<file path="src/rtl/fpa_result_fifo.sv">
// fpa_result_fifo
//   Registered output stage for the combinational fpa adder. Results are
//   captured through a valid/ready handshake into a DEPTH-entry FIFO. Each
//   entry is tagged with its IEEE-754 single-precision class. The head entry
//   is presented from registers, so the adder's combinational path ends at
//   a flop.
//
//   Optional build macro: FPA_RESULT_STATS_EN
//     defined   -> saturating NaN / infinity counters with clear_stats
//     undefined -> counters compiled out, nan_count/inf_count tied to 0
//
// Ports
//   clk, rst_n            clock, synchronous active-low reset
//   in_valid / in_ready   producer handshake (in_ready = count != DEPTH)
//   sign, exp, mantis     result fields from fpa
//   out_valid / out_ready consumer handshake
//   out_result            head entry {sign, exp, mantis}
//   out_class             0 normal, 1 zero, 2 denormal, 3 inf, 4 NaN
//   clear_stats           synchronous clear of both counters
//   nan_count, inf_count  accepted NaN / infinity results (saturating)
module fpa_result_fifo #(
    parameter int DEPTH = 4,
    parameter int CNT_W = 16
) (
    input  logic             clk,
    input  logic             rst_n,
    input  logic             in_valid,
    output logic             in_ready,
    input  logic             sign,
    input  logic [7:0]       exp,
    input  logic [22:0]      mantis,
    output logic             out_valid,
    input  logic             out_ready,
    output logic [31:0]      out_result,
    output logic [2:0]       out_class,
    input  logic             clear_stats,
    output logic [CNT_W-1:0] nan_count,
    output logic [CNT_W-1:0] inf_count
);
    localparam int AW = $clog2(DEPTH);
    localparam int CW = AW + 1;

    localparam logic [2:0] CLS_NORM = 3'd0;
    localparam logic [2:0] CLS_ZERO = 3'd1;
    localparam logic [2:0] CLS_DEN  = 3'd2;
    localparam logic [2:0] CLS_INF  = 3'd3;
    localparam logic [2:0] CLS_NAN  = 3'd4;

    logic [AW-1:0] wr_ptr_q, wr_ptr_d;
    logic [AW-1:0] rd_ptr_q, rd_ptr_d;
    logic [CW-1:0] count_q, count_d;
    logic          out_valid_q, out_valid_d;
    logic [31:0]   out_result_q, out_result_d;
    logic [2:0]    out_class_q, out_class_d;

    // Storage entry: {class, sign, exp, mantis}
    logic [34:0]   mem_q [DEPTH];
    logic [34:0]   in_entry;
    logic [34:0]   head;
    logic [2:0]    in_class;
    logic          push, pop;

    always_comb begin
        in_class = CLS_NORM;
        if (exp == 8'hFF) begin
            in_class = (mantis != '0) ? CLS_NAN : CLS_INF;
        end else if (exp == 8'h00) begin
            in_class = (mantis == '0) ? CLS_ZERO : CLS_DEN;
        end
    end

    assign in_entry = {in_class, sign, exp, mantis};
    assign in_ready = (count_q != CW'(DEPTH));
    assign push     = in_valid && in_ready;
    assign pop      = out_valid_q && out_ready;

    always_comb begin
        wr_ptr_d     = push ? wr_ptr_q + AW'(1) : wr_ptr_q;
        rd_ptr_d     = pop  ? rd_ptr_q + AW'(1) : rd_ptr_q;
        count_d      = count_q;
        if (push && !pop) count_d = count_q + CW'(1);
        if (pop && !push) count_d = count_q - CW'(1);

        // The entry that becomes head may be the one being written this
        // cycle (push into empty, or push+pop with one entry buffered); take
        // it straight from the input since storage is not yet updated.
        head = mem_q[rd_ptr_d];
        if (push && (wr_ptr_q == rd_ptr_d)) head = in_entry;

        out_valid_d  = (count_d != '0);
        out_result_d = out_result_q;
        out_class_d  = out_class_q;
        // When empty the output registers keep the last popped entry.
        if (count_d != '0) begin
            out_result_d = head[31:0];
            out_class_d  = head[34:32];
        end
    end

    always_ff @(posedge clk) begin
        if (!rst_n) begin
            wr_ptr_q     <= '0;
            rd_ptr_q     <= '0;
            count_q      <= '0;
            out_valid_q  <= 1'b0;
            out_result_q <= '0;
            out_class_q  <= '0;
        end else begin
            wr_ptr_q     <= wr_ptr_d;
            rd_ptr_q     <= rd_ptr_d;
            count_q      <= count_d;
            out_valid_q  <= out_valid_d;
            out_result_q <= out_result_d;
            out_class_q  <= out_class_d;
        end
    end

    // Storage needs no reset: count gates every read.
    always_ff @(posedge clk) begin
        if (rst_n && push) mem_q[wr_ptr_q] <= in_entry;
    end

    assign out_valid  = out_valid_q;
    assign out_result = out_result_q;
    assign out_class  = out_class_q;

`ifdef FPA_RESULT_STATS_EN
    logic [CNT_W-1:0] nan_count_q, nan_count_d;
    logic [CNT_W-1:0] inf_count_q, inf_count_d;

    always_comb begin
        nan_count_d = nan_count_q;
        inf_count_d = inf_count_q;
        if (clear_stats) begin
            // Clear wins over a same-cycle increment.
            nan_count_d = '0;
            inf_count_d = '0;
        end else if (push) begin
            if (in_class == CLS_NAN && nan_count_q != '1) nan_count_d = nan_count_q + CNT_W'(1);
            if (in_class == CLS_INF && inf_count_q != '1) inf_count_d = inf_count_q + CNT_W'(1);
        end
    end

    always_ff @(posedge clk) begin
        if (!rst_n) begin
            nan_count_q <= '0;
            inf_count_q <= '0;
        end else begin
            nan_count_q <= nan_count_d;
            inf_count_q <= inf_count_d;
        end
    end

    assign nan_count = nan_count_q;
    assign inf_count = inf_count_q;
`else
    logic unused_clear_stats;
    assign unused_clear_stats = clear_stats;
    assign nan_count = '0;
    assign inf_count = '0;
`endif

endmodule

</file>
<file path="config.mk">
export PLATFORM = sky130hd
export DESIGN_NAME = fpa_result_fifo
export DESIGN_NICKNAME = d
export VERILOG_FILES = /design/src/rtl/fpa_result_fifo.sv
export SDC_FILE = /design/constraint.sdc
export NUM_CORES = 1
export LEC_CHECK = 0
export CAP_MARGIN = 0
export CORE_ASPECT_RATIO = 0.7
export CORE_MARGIN = 5
export CORE_UTILIZATION = 55
export CTS_CLUSTER_SIZE = 12
export DETAILED_ROUTE_END_ITERATION = 8
export GPL_TIMING_DRIVEN = 1
export PLACE_DENSITY = 0.9
export SYNTH_ARGS = -nofsm -noshare
export SYNTH_HDL_FRONTEND = slang
export SYNTH_SLANG_ARGS = --single-unit
</file>
<file path="constraint.sdc">
create_clock -name clk -period 2.78 [get_ports clk]
set_clock_uncertainty 0.05 [all_clocks]
set_input_delay 0.695 -clock clk [delete_from_list [all_inputs] [get_ports clk]]
set_output_delay 0.695 -clock clk [all_outputs]
set_load 0.05 [all_outputs]
</file>
==> results by group <==
CTS
  • Hold bufs inserted after CTS: 0
  • CTS root buf: clkbuf_16
  • CTS tree: built
  • Post-CTS setup buffers: 0
  • Total CTS buffers: 17
  • Clk sinks: 183
  • Post-CTS sizing: 1
  • Worst skew pair latency: 0.44 ns
  • CTS clk-pin slew, worst paths: 0.07 ns
  • Deepest clock path buffer count: 2
  • H-tree levels: 4

Timing
  • Final Hold Viols: 0
  • RSZ-0062 raised after global routing: false
  • Fin. max-slew vios: 0
  • Period minus WS final: 2.56 ns
  • Final period util: 92.1%
  • Worst-Margin Slew: 0.525 ns
  • Worst setup margin: 0.219 ns
  • Fmax achieved: 0.390 GHz
  • Worst slew margin: 64.9%
  • Setup violations, final: 0

Power and ir drop
  • LEAKAGE: 3.41 nW
  • P_sw: 0.00401 W
  • Maximum vdd ir drop: 697 uV
  • Clock share of power: 23.2%
  • Switching part of the total: 39.2%
  • Logic pwr share: 41.6%
  • Seq pwr share: 35.2%
  • Internal power: 0.00621 W
  • Pwr per Cell Area: 1060 nW/um2

Setup path
  • CP Capture Type: output pin
  • Critical path class: flip-flop to output pin
  • Critical path launch point type: flip-flop
  • WP data arrival: 1.82 ns
  • Crit Path Max Fanout: 4
  • Crit path required time: 2.04 ns

Final layout
  • Commonest non-fill, non-tap cell in the layout: edfxtp_1
  • Sequential cell area: 5060 um2
  • Post-route design area: 9640 um2
  • Layout area overhead: 23.3%
  • Fillers: 830
  • Multi-input logic area: 2450 um2
  • Fin nets: 659
  • N_diodes: 0
  • Most frequent cells in the layout: 140 x edfxtp_1, 75 x nand2_1, 70 x clkdlybuf4s50_1, 44 x buf_4, 43 x dfxtp_1
  • Layout cells sized above 1: 25.8%

Die
  • Starting density of the core: 56.1%
  • Die area: 16700 um2
  • Die height: 110 um
  • Core Box Area: 13900 um2
  • I/O pin count: 106
  • Row cnt: 36
  • Die X: 152 um

Synthesis
  • Seq/Total Area, Yosys: 64.8%
  • Synthesis-stage register bit count: 183
  • Syn. warnings: 0
  • Cell Area, Synth: 7810 um2
  • Syn_area_per_cell: 15.6 um2
  • Post-Synthesis Cells: 500
  • Cell accounting for the most synthesized area: edfxtp_1
  • Post-synth EDFFs: 140
  • Ys flop type: edfxtp_1
  • Async set-or-reset flop fraction in the synthesized netlist: 0%
  • Distinct cell type count after synthesis: 47
  • Synth top area share: 53.8%
  • Area contributors post-synth: edfxtp_1 54%, dfxtp_1 11%, mux4_2 8.9%

GRT
  • Initial antenna violation count: 1
  • Global Route Usage Sum: 22.1%
  • First-pass GRT wire length: 27700 um
  • Largest net degree at the start of global routing: 37
  • Vias in the first global route: 5081
  • Global route overflow: 0

Placed design
  • DP HPWL: 11400 um
  • Area after DPL: 9050 um2
  • DP Worst Slack: -0.123 ns
  • Port Buffers: 72
  • Routability cong.: 0.795

Run
  • Maxcap violations: 0

Route
  • Initial DRC count: 311
  • Routed vias/inst: 5.89
  • Via count: 4817
  • First-pass DRT Iterations: 5
  • Antenna-violating nets left: 0
  • DRT Wirelength: 17900 um
  • Wire per inst: 21.9 um
  • Drc violations: 0

Hold path
  • HP Class: flip-flop to flip-flop

Status
  • Status: completed
power by group through the flow:
| stage | Sequential, W | Combinational, W | Clock [W] |
|---|---|---|---|
| floorplan | 0.00455 | 0.00197 | 0 |
| global placement | 0.00361 | 0.00412 | 0 |
| detailed placement | 0.00364 | 0.00421 | 0 |
| CTS | 0.00359 | 0.00426 | 0.00240 |
| global route | 0.00364 | 0.00446 | 0.00250 |
| finish | 0.00360 | 0.00425 | 0.00237 |
metrics by stage:
step / total power [W] / hold WS [ns] / instances / setup TNS [ns] / util, %
6_report: 0.0102 / 0.511 / 818 / 0 / 69.2
5_1_grt: 0.0106 / 0.557 / 818 / 0 / 69.2
4_1_cts: 0.0103 / 0.514 / 818 / 0 / 69.2
3_5_place_dp: 0.00785 / 0.492 / 786 / -1.32 / 65.1
3_3_place_gp: 0.00773 / 0.487 / 786 / -0.433 / 65.1
2_1_floorplan: 0.00651 / 0.598 / 531 / 0 / -
final timing paths:
| path | from | to | slack (ns) | cells after the start |
|---|---|---|---|---|
| setup / recovery | count_q[0] | in_ready | 0.22 | 4 |
| hold / removal | out_result[12] | out_result[12] | 0.51 | 2 |
| setup reg to reg | count_q[0] | out_result[10] | 0.42 | 8 |
| hold reg to reg | out_result[12] | out_result[12] | 0.51 | 2 |
cell families (layout without fill, tap and decap cells):
group,after synthesis,after routing,synth area share [%]
AOI/OAI and AO/OA,84,84,10.1
other,1,32,0.0480
DFF,183,183,64.8
and+or+nand+nor,115,115,6.76
adders and majority gates,7,7,1.12
buffers and inverters,67,164,5.62
muxes,36,36,10.4
xor gates and xnor gates,7,7,1.12
critical path: stages, from the launching register on:
cell and delay, ns:
dfxtp_1 0.39, inv_1 0.13, ha_1 0.27, nand2_1 0.07
dlygate4sd2_1 0.52
per-layer routing:
metal	GRT usage (%)	up-vias	wire [um]
met5	0	-	0
met3	5.43	29	1680
li1	-	2107	-
met2	39.0	269	9090
met1	26.9	2412	6870
met4	8.01	0	301
registers in the layout (all words and copies together), names as in the netlist:
name	cells
out_class	3
mem_q	140
out_valid	1
count_q	3
wr_ptr_q	2
rd_ptr_q	2
out_result	32
cell usage after synthesis (all sizes together), types with 4 or more instances:
library cell and instances:
and2 6, a31oi 34, clkbuf 13, nor4 7
mux4 35, edfxtp 140, and3 5, o31ai 34
xnor2 6, nand2 75, dfxtp 43, nor2 5
inv 4, ha 7, buf 50, a21oi 4
cell type report:
type | instances | area share (%)
Sequential cell | 183 | 52.6
Multi-Input combinational cell | 281 | 25.4
Timing Repair Buffer | 128 | 13.3
Clock buffer | 17 | 4.41
Tap cell | 190 | 2.47
Clock inverter | 15 | 1.64
Inverter | 4 | 0.156
Power figures use the tool's default switching activity.
